===== src/rtl/debounce_sync_if.sv =====
// Signal bundle between a raw level source and the debounce_sync conditioner.
// The master drives the raw level; the slave returns the clean level, edge pulses and busy.
interface debounce_sync_if;
  logic din;
  logic dout;
  logic rise;
  logic fall;
  logic busy;

  modport master (output din, input dout, input rise, input fall, input busy);
  modport slave  (input din, output dout, output rise, output fall, output busy);
endinterface


===== src/rtl/debounce_sync.sv =====
// Synchronises a raw asynchronous level and accepts a new level only after
// COUNT_MAX consecutive equal samples; reports the clean level plus edge pulses.
module debounce_sync #(
  parameter int SYNC_STAGES = 2,
  parameter int COUNT_MAX   = 4
) (
  input logic            CLK,
  input logic            Reset,
  debounce_sync_if.slave bus
);

  localparam int CW = $clog2(COUNT_MAX);
  localparam logic [CW-1:0] LAST = CW'(COUNT_MAX - 1);

  typedef enum logic [1:0] {
    STABLE_LO,
    WAIT_HI,
    STABLE_HI,
    WAIT_LO
  } state_t;

  logic [SYNC_STAGES-1:0] sync_q;
  logic                   s;
  state_t                 state;
  logic [CW-1:0]          cnt;
  logic                   dout_q;
  logic                   rise_q;
  logic                   fall_q;
  logic                   busy_q;

  always_ff @(posedge CLK or posedge Reset) begin
    if (Reset) begin
      sync_q <= '0;
    end else begin
      sync_q <= {sync_q[SYNC_STAGES-2:0], bus.din};
    end
  end

  assign s = sync_q[SYNC_STAGES-1];

  // A wrong-level sample during a WAIT state discards the candidate; the counter
  // is capped at COUNT_MAX-1 because acceptance happens on that value.
  always_ff @(posedge CLK or posedge Reset) begin
    if (Reset) begin
      state  <= STABLE_LO;
      cnt    <= '0;
      dout_q <= 1'b0;
      rise_q <= 1'b0;
      fall_q <= 1'b0;
      busy_q <= 1'b0;
    end else begin
      rise_q <= 1'b0;
      fall_q <= 1'b0;
      case (state)
        STABLE_LO: begin
          if (s) begin
            state  <= WAIT_HI;
            cnt    <= CW'(1);
            busy_q <= 1'b1;
          end
        end
        WAIT_HI: begin
          if (!s) begin
            state  <= STABLE_LO;
            cnt    <= '0;
            busy_q <= 1'b0;
          end else if (cnt == LAST) begin
            state  <= STABLE_HI;
            cnt    <= '0;
            busy_q <= 1'b0;
            dout_q <= 1'b1;
            rise_q <= 1'b1;
          end else begin
            cnt <= cnt + 1'b1;
          end
        end
        STABLE_HI: begin
          if (!s) begin
            state  <= WAIT_LO;
            cnt    <= CW'(1);
            busy_q <= 1'b1;
          end
        end
        WAIT_LO: begin
          if (s) begin
            state  <= STABLE_HI;
            cnt    <= '0;
            busy_q <= 1'b0;
          end else if (cnt == LAST) begin
            state  <= STABLE_LO;
            cnt    <= '0;
            busy_q <= 1'b0;
            dout_q <= 1'b0;
            fall_q <= 1'b1;
          end else begin
            cnt <= cnt + 1'b1;
          end
        end
        default: begin
          state  <= STABLE_LO;
          cnt    <= '0;
          busy_q <= 1'b0;
          dout_q <= 1'b0;
        end
      endcase
    end
  end

  assign bus.dout = dout_q;
  assign bus.rise = rise_q;
  assign bus.fall = fall_q;
  assign bus.busy = busy_q;

endmodule


===== src/flat_wrapper.sv =====
// flat-port wrapper written by rule: the top's interface ports become plain ports
module debounce_sync_flat 
#(
  parameter int SYNC_STAGES = 2,
  parameter int COUNT_MAX   = 4
)
  (CLK, Reset, bus_din, bus_dout, bus_rise, bus_fall, bus_busy);
  debounce_sync_if bus_i ();
  input logic CLK;
  input logic Reset;
  input wire logic [$bits(bus_i.din)-1:0] bus_din;
  output wire logic [$bits(bus_i.dout)-1:0] bus_dout;
  output wire logic [$bits(bus_i.rise)-1:0] bus_rise;
  output wire logic [$bits(bus_i.fall)-1:0] bus_fall;
  output wire logic [$bits(bus_i.busy)-1:0] bus_busy;
  assign bus_i.din = bus_din;
  assign bus_dout = bus_i.dout;
  assign bus_rise = bus_i.rise;
  assign bus_fall = bus_i.fall;
  assign bus_busy = bus_i.busy;
  debounce_sync #(.SYNC_STAGES(SYNC_STAGES), .COUNT_MAX(COUNT_MAX)) u_core (.CLK(CLK), .Reset(Reset), .bus(bus_i));
endmodule

===== config.mk =====
export PLATFORM = sky130hd
export DESIGN_NAME = debounce_sync_flat
export DESIGN_NICKNAME = d
export VERILOG_FILES = /design/src/rtl/debounce_sync_if.sv /design/src/rtl/debounce_sync.sv /design/src/flat_wrapper.sv
export SDC_FILE = /design/constraint.sdc
export NUM_CORES = 1
export LEC_CHECK = 0
export BUFFER_PORTS_ARGS = -buffer_cell sky130_fd_sc_hd__buf_2
export CAP_MARGIN = 30
export CORE_AREA = 2 2 39 41
export CTS_BUF_LIST = sky130_fd_sc_hd__clkbuf_16
export DETAILED_ROUTE_END_ITERATION = 10
export DIE_AREA = 0 0 41 43
export SLEW_MARGIN = 20
export SYNTH_ARGS = -nofsm -noshare
export SYNTH_HDL_FRONTEND = slang
export SYNTH_SLANG_ARGS = --single-unit
export TNS_END_PERCENT = 5

===== constraint.sdc =====
create_clock -name CLK -period 1.92 [get_ports CLK]
set_clock_uncertainty 0.15 [all_clocks]
set_input_delay 0.096 -clock CLK [delete_from_list [all_inputs] [get_ports CLK]]
set_output_delay 0.096 -clock CLK [all_outputs]
set_load 0.01 [all_outputs]

# Word-level counts from Yosys, hierarchy flattened

Index checks and enable logic that the tools add are counted.

Input bits: 3
Register bits after elaboration: 10
Logic and storage cells: 53
Output and inout port bits: 4

Reduce and logical (&&, ||, !) cells: 5
Mux-type cells: 28
$add $sub $neg: 1
Equal/unequal tests: 12

Operator list:

| operator                                                                 | count |
|---|---|
| 2-bit 2-to-1 mux                                                         | 10 |
| 2-bit one-hot mux with 4 select lines                                    | 2 |
| 1-bit 2-to-1 mux                                                         | 14 |
| 2-bit by 1-bit inequality test with 1-bit output (second input constant) | 4 |
| 2-bit == test (second input constant)                                    | 3 |
| 5-bit AND reduction                                                      | 1 |
| 2-bit inequality test (second input constant)                            | 2 |
| 1-bit one-hot mux with 4 select lines                                    | 1 |
| 4-bit AND reduction                                                      | 1 |
| 3-bit by 1-bit inequality test with 1-bit output (second input constant) | 1 |
| 3-bit inequality test (second input constant)                            | 1 |
| 2-bit by 1-bit adder with 2-bit output (second input constant)           | 1 |
| 2-bit by 1-bit == test with 1-bit output (second input constant)         | 1 |
| 2-bit zero test                                                          | 1 |
| 1-bit one-hot mux with 2 select lines                                    | 1 |
| 2-bit AND reduction                                                      | 1 |
| 2-bit nonzero test                                                       | 1 |

# Logic depth before layout (Yosys ltp)

Gate-level depths: netlist of the first run.

Depth in word-level cells: 4
Mapped depth: 4
Gate-level depth less buffers: 4

# Worst setup path after synthesis of the first run

Ideal clock, no wire load.

Path kind: register to register
Start point: register u_core.cnt[0]
End point: register with a tool-made name
Required time: 1.642 ns
Path slack: 0.633 ns
Clock period less this slack: 1.287 ns
Data arrival time: 1.009 ns
Library setup time: 0.128 ns
Buffers on the path: 0
Stages on the path, launching flop included: 4
Path through: dfrtp_1 ha_1 nand2_1 mux2_1

RTL lines:

| what                   | line                | RTL |
|---|---|---|
| start, declared        | debounce_sync.sv:25 | `logic [CW-1:0] cnt;` |
| start signal, assigned | debounce_sync.sv:74 | `cnt <= cnt + 1'b1;` |
| start signal, assigned | debounce_sync.sv:96 | `cnt <= cnt + 1'b1;` |

==> impl_metrics.json, run 1 <==
{
  "final_max_slew_viol_count": 0,
  "yosysMostFrequentCell": "dfrtp_1",
  "syn_to_final_growth_pct": 34.78,
  "cp.arrival_ps": 1310,
  "slew_headroom_pct": 75.11,
  "n_fill_cell": 123,
  "synth_top_area_cell": "dfrtp_1",
  "clk_pin_slew_ps": 40,
  "place_ws_ps": 581.5,
  "p_leak_nw": 0.2577,
  "antenna_found_initial": 0,
  "tns_ps": 0,
  "crit_type": "reg2reg",
  "dr_total_vias": 271,
  "synth_area_leaders": "dfrtp_1 (62%), ha_1 (6.2%), xnor2_2 (4.0%), a21oi_1 (3.7%), nand2_1 (3.7%)",
  "synth_edf_count": 0,
  "fp.coreArea_mm2": 0.001384,
  "p_total_mw": 0.8846,
  "min-delay-start": "u_core.sync_q[0]",
  "synthCells": 32,
  "finalSetupViolations": 0,
  "yosys.area.top_type_share_pct": 62.11,
  "grtUsageTotal_pct": 10.61,
  "tightest_slew_ps": 373.0,
  "first_global_vias": 272,
  "drt_iter0_drc": 4,
  "cp-end-kind": "register",
  "critPathLaunchType": "register",
  "regToRegStartpoint": "u_core.cnt[0]",
  "hold_slack_ps": 191.3,
  "diodes": 0,
  "cts_htree_levels": 1,
  "fmax_mhz": 744.8,
  "dieArea_mm2": 0.001763,
  "layout_min_cycle_time_ps": 1343,
  "viasPerCell": 4.672,
  "cts_buffers": 3,
  "synth_cell_types": 15,
  "cts-root-buf": "clkbuf_16",
  "overflow": 0,
  "outcome": "finished clean",
  "startpoint": "u_core.cnt[0]",
  "ys.warnings.count": 0,
  "synth_area_um2": 402.9,
  "drive_above_1_share_pct": 26.19,
  "crit_fanout": 4,
  "dieWidth_um": 41,
  "ios": 7,
  "portBuffers": 6,
  "drc": 0,
  "cts_tree": "built",
  "synthFlopType": "dfrtp_1",
  "routedWlPerCell_um": 10.57,
  "vdd_drop_max_mv": 0.6731,
  "wl_um": 613,
  "gp_congestion": 0.6984,
  "fin_ws_ps": 577.3,
  "antenna_left": 0,
  "hold_viol_final": 0,
  "required_ps": 1880,
  "syn_avg_cell_area_um2": 12.59,
  "cts_setup_buffers": 0,
  "cap_viol_max_count": 0,
  "regArea_um2": 250.2,
  "power_density_mw_per_mm2": 1629,
  "synth_seq_area_share_pct": 62.11,
  "dr.pass1.iters": 2,
  "synthTopCellsByCount": "dfrtp_1 (10), nand2_1 (4), a21oi_1 (3)",
  "fp-row-count": 14,
  "cts_buffer_depth": 2,
  "syn_nets": 37,
  "start_util_pct": 29.11,
  "ys_seq_elements": 10,
  "multi_input_comb_area_um2": 140.1,
  "grt_pass1_wl_um": 1166,
  "die_h_um": 43,
  "rsz0062_at_grt": "no",
  "finalCritPeriodShare_pct": 69.93,
  "clk_latency_ps": 240,
  "final_nets": 49,
  "grt_max_degree": 11,
  "cts_sinks": 10,
  "synthArstFlopShare_pct": 100.0,
  "min_path_type": "reg2reg"
}
[state kept, by name, summed over array words and instances, names as in the netlist, named ones only]
register,flops
u_core.bus.fall,1
u_core.bus.rise,1
u_core.sync_q,2
u_core.cnt,2
u_core.state,1
u_core.bus.dout,1
u_core.bus.busy,1
[through the flow]
stage	util, %	area (µm²)	instances
final	39.24	543.0	58
after global routing	39.24	543.0	58
after CTS	39.24	543.0	58
after detailed placement	32.37	447.9	53
after global placement	32.37	447.9	53
after floorplan	-	402.9	32
[path summary, 6_finish.rpt]
kind / endpoint / depth (start not counted) / slack (ps)
hold reg to reg: u_core.sync_q[1] / 0 / 190
max in group asynchronous: u_core.cnt[0] / 3 / 1120
min in group asynchronous: u_core.bus.rise / 3 / 230
setup / recovery: register / 3 / 580
setup reg to reg: register / 3 / 580
hold / removal: u_core.sync_q[1] / 0 / 190
[cell usage in the layout, fill, tap and decap left out]
master,netlist,final
o21ai_2,1,1
dfrtp_1,10,10
mux2_1,1,1
o2bb2ai_1,1,1
dlygate4sd3_1,0,2
o21ai_0,1,1
inv_1,2,2
nand2_1,4,4
nor3b_1,2,2
xnor2_2,1,1
o21a_1,1,1
o22ai_1,1,1
buf_2,1,6
clkbuf_16,0,3
a21oi_1,3,3
a31oi_1,1,1
ha_1,2,2
[per-layer routing]
metal | global-route usage (%) | share of wire, % | up-vias
li1 | - | - | 131
met1 | 13.90 | 46 | 128
met2 | 12.19 | 41 | 9
met3 | 7.853 | 10 | 3
met4 | 6.000 | 3.1 | 0
met5 | 0 | 0 | -
[critical path, cell delays in order (launching register included)]
cell and delay [ps]:
dfrtp_1 400, ha_1 260, nand2_1 100, mux2_1 320
[what timing repair did]
action / in CTS / in global routing
hold buffers: 2 / 0
resized for setup: 0 / 0
endpoints found under the hold margin: 11 / 0
[logic make-up (layout without fill, tap and decap cells)]
kind of cell / Yosys count / in the layout / synth area share (%)
xor+xnor: 1 / 1 / 4.038
fa+ha+maj: 2 / 2 / 6.210
flops: 10 / 10 / 62.11
mux: 1 / 1 / 2.795
compound gates: 9 / 9 / 14.29
simple gates: 6 / 6 / 7.451
buf+inv: 3 / 13 / 3.105
[where the power goes]
group / switching [mW] / internal [mW] / leakage, nW
combinational: 0.0904 / 0.0963 / 0.0959
sequential: 0.0689 / 0.271 / 0.125
clock: 0.0886 / 0.269 / 0.0370
total: 0.248 / 0.637 / 0.258
[layout make-up]
type	instances	share of cell area, %
inverters	2	1.382
clock buffers	3	13.82
well taps	16	3.687
flip-flops and latches	10	46.08
repair buffers	8	9.217
multi-input cells	19	25.81
(Power assumes the default switching activity.)
==> run 2, diff against run 1 <==
==> constraint.sdc (replaced) <==
create_clock -name CLK -period 1.39 [get_ports CLK]
set_clock_uncertainty 0.15 [all_clocks]
set_input_delay 0.0695 -clock CLK [delete_from_list [all_inputs] [get_ports CLK]]
set_output_delay 0.0695 -clock CLK [all_outputs]
set_load 0.01 [all_outputs]
==> impl_metrics.json, run 2 (synthesis results as in run 1) <==
{
  "p_leak_nw": 0.2558,
  "final_nets": 49,
  "clkPwrFrac_pct": 40.4,
  "n_fill_cell": 124,
  "swShare_pct": 27.91,
  "crit_type": "reg2reg",
  "die_h_um": 43,
  "drc": 0,
  "slew_headroom_pct": 75.34,
  "final_common_cell": "dfrtp_1",
  "layout_min_cycle_time_ps": 1297,
  "fp-row-count": 14,
  "drt_iter0_drc": 2,
  "routedWlPerCell_um": 10.43,
  "vdd_drop_max_mv": 0.9349,
  "dp.cells": 53,
  "syn_to_final_growth_pct": 35.40,
  "crit_fanout": 4,
  "viasPerCell": 4.655,
  "antenna_left": 0,
  "start_util_pct": 29.11,
  "grt_pass1_wl_um": 1152,
  "tightest_slew_ps": 369.5,
  "wl_um": 605,
  "cap_viol_max_count": 0,
  "ios": 7,
  "p_sw_mw": 0.3409,
  "cts_buffers": 3,
  "first_global_vias": 274,
  "cp-end-kind": "register",
  "cp_slowest_cell": "dfrtp_1",
  "cp.arrival_ps": 1260,
  "critical_path.cell_chain": "ha_2 -> nand2_1 -> mux2_1",
  "rsz0062_at_grt": "no",
  "dieWidth_um": 41,
  "drive_above_1_share_pct": 28.57,
  "min_path_type": "reg2reg",
  "internal_power_mw": 0.8804,
  "tns_ps": 0,
  "slowest_delay_ps": 400,
  "outcome": "finished clean",
  "final_util_pct": 39.42,
  "cts_buffer_depth": 2,
  "grt_max_degree": 11,
  "pwr-share-seq_pct": 38.5,
  "clk_latency_ps": 240,
  "gp_congestion": 0.6980,
  "cts_sinks": 10,
  "clk_pin_slew_ps": 40,
  "hold_viol_final": 0,
  "mostFrequentLayoutCells": "dfrtp_1 (10), buf_2 (6), nand2_1 (4), a21oi_1 (3), clkbuf_16 (3)",
  "power_density_mw_per_mm2": 2239,
  "finalCritPeriodShare_pct": 93.34,
  "fp.coreArea_mm2": 0.001384,
  "cts_htree_levels": 1,
  "dieArea_mm2": 0.001763,
  "dr.pass1.iters": 2,
  "required_ps": 1350,
  "portBuffers": 6,
  "diodes": 0,
  "comb_power_share_pct": 21.1,
  "p_total_mw": 1.221,
  "finalSetupViolations": 0,
  "cts_tree": "built",
  "reg_top3": "u_core.cnt (2), u_core.sync_q (2)",
  "dr_total_vias": 270,
  "antenna_found_initial": 0,
  "final_max_slew_viol_count": 0,
  "fmax_mhz": 770.8,
  "layout.cells.non_filler": 58,
  "cts-root-buf": "clkbuf_16",
  "grtUsageTotal_pct": 10.51,
  "overflow": 0,
  "critPathLaunchType": "register"
}
==> run 2: changes by cell type in the layout (fill, tap and decap cells not counted) <==
cell | previous run | this run
ha_1 | 2 | 1
ha_2 | 0 | 1
==> run 2: final cells by class <==
cell class,count,area (µm²),area share (%)
Clock buffer,3,75.07,13.76
Sequential cell,10,250.2,45.87
Multi-Input combinational cell,19,142.6,26.15
Tap cell,16,20.02,3.670
Inverter,2,7.507,1.376
Timing Repair Buffer,8,50.05,9.174
==> run 2: path summary, 6_finish.rpt <==
path	to	cells past startpoint	from	slack, ps
max in group asynchronous	u_core.cnt[0]	3	Reset	620
setup reg to reg	register	3	u_core.cnt[0]	90
hold reg to reg	u_core.sync_q[1]	0	u_core.sync_q[0]	190
min in group asynchronous	u_core.bus.rise	3	Reset	200
setup / recovery	register	3	u_core.cnt[0]	90
hold / removal	u_core.sync_q[1]	0	u_core.sync_q[0]	190
==> run 2: repair_timing <==
action                                  in CTS  in global routing
endpoints found under the setup margin       0                  1
resized for setup                            0                  1
setup buffers                                0                  0
hold endpoints to repair                    11                  0
hold buffers                                 2                  0
==> run 2: power groups by stage <==
stage | Sequential [mW] | Clock, mW | Combinational (mW)
after global routing | 0.486 | 0.516 | 0.298
after global placement | 0.475 | 0 | 0.251
after CTS | 0.471 | 0.508 | 0.258
after floorplan | 0.444 | 0 | 0.224
final | 0.470 | 0.494 | 0.257
after detailed placement | 0.474 | 0 | 0.250
==> run 2: routing by layer <==
layer	global-route usage [%]	part of all wire (%)
met1	13.56	45
met2	12.19	41
met3	7.853	10
met4	6.000	3.1
met5	0	0
==> run 2: stage by stage <==
step / cell area, µm² / hold slack, ps / setup WS (ps)
final: 545.5 / 190.6 / 92.62
after global routing: 545.5 / 211.0 / 27.44
after CTS: 543.0 / 194.0 / 40.13
after detailed placement: 447.9 / -86.00 / 41.47
after global placement: 447.9 / -87.65 / 85.98
after floorplan: 402.9 / -240.3 / 103.3
==> run 2: worst max-delay path: cells and delay by family, from the launching register on <==
kind	cells	cell delay [ps]
adder cells (fa/ha/maj)	1	220
flip-flops	1	400
multiplexers	1	320
AND/OR/NAND/NOR	1	90
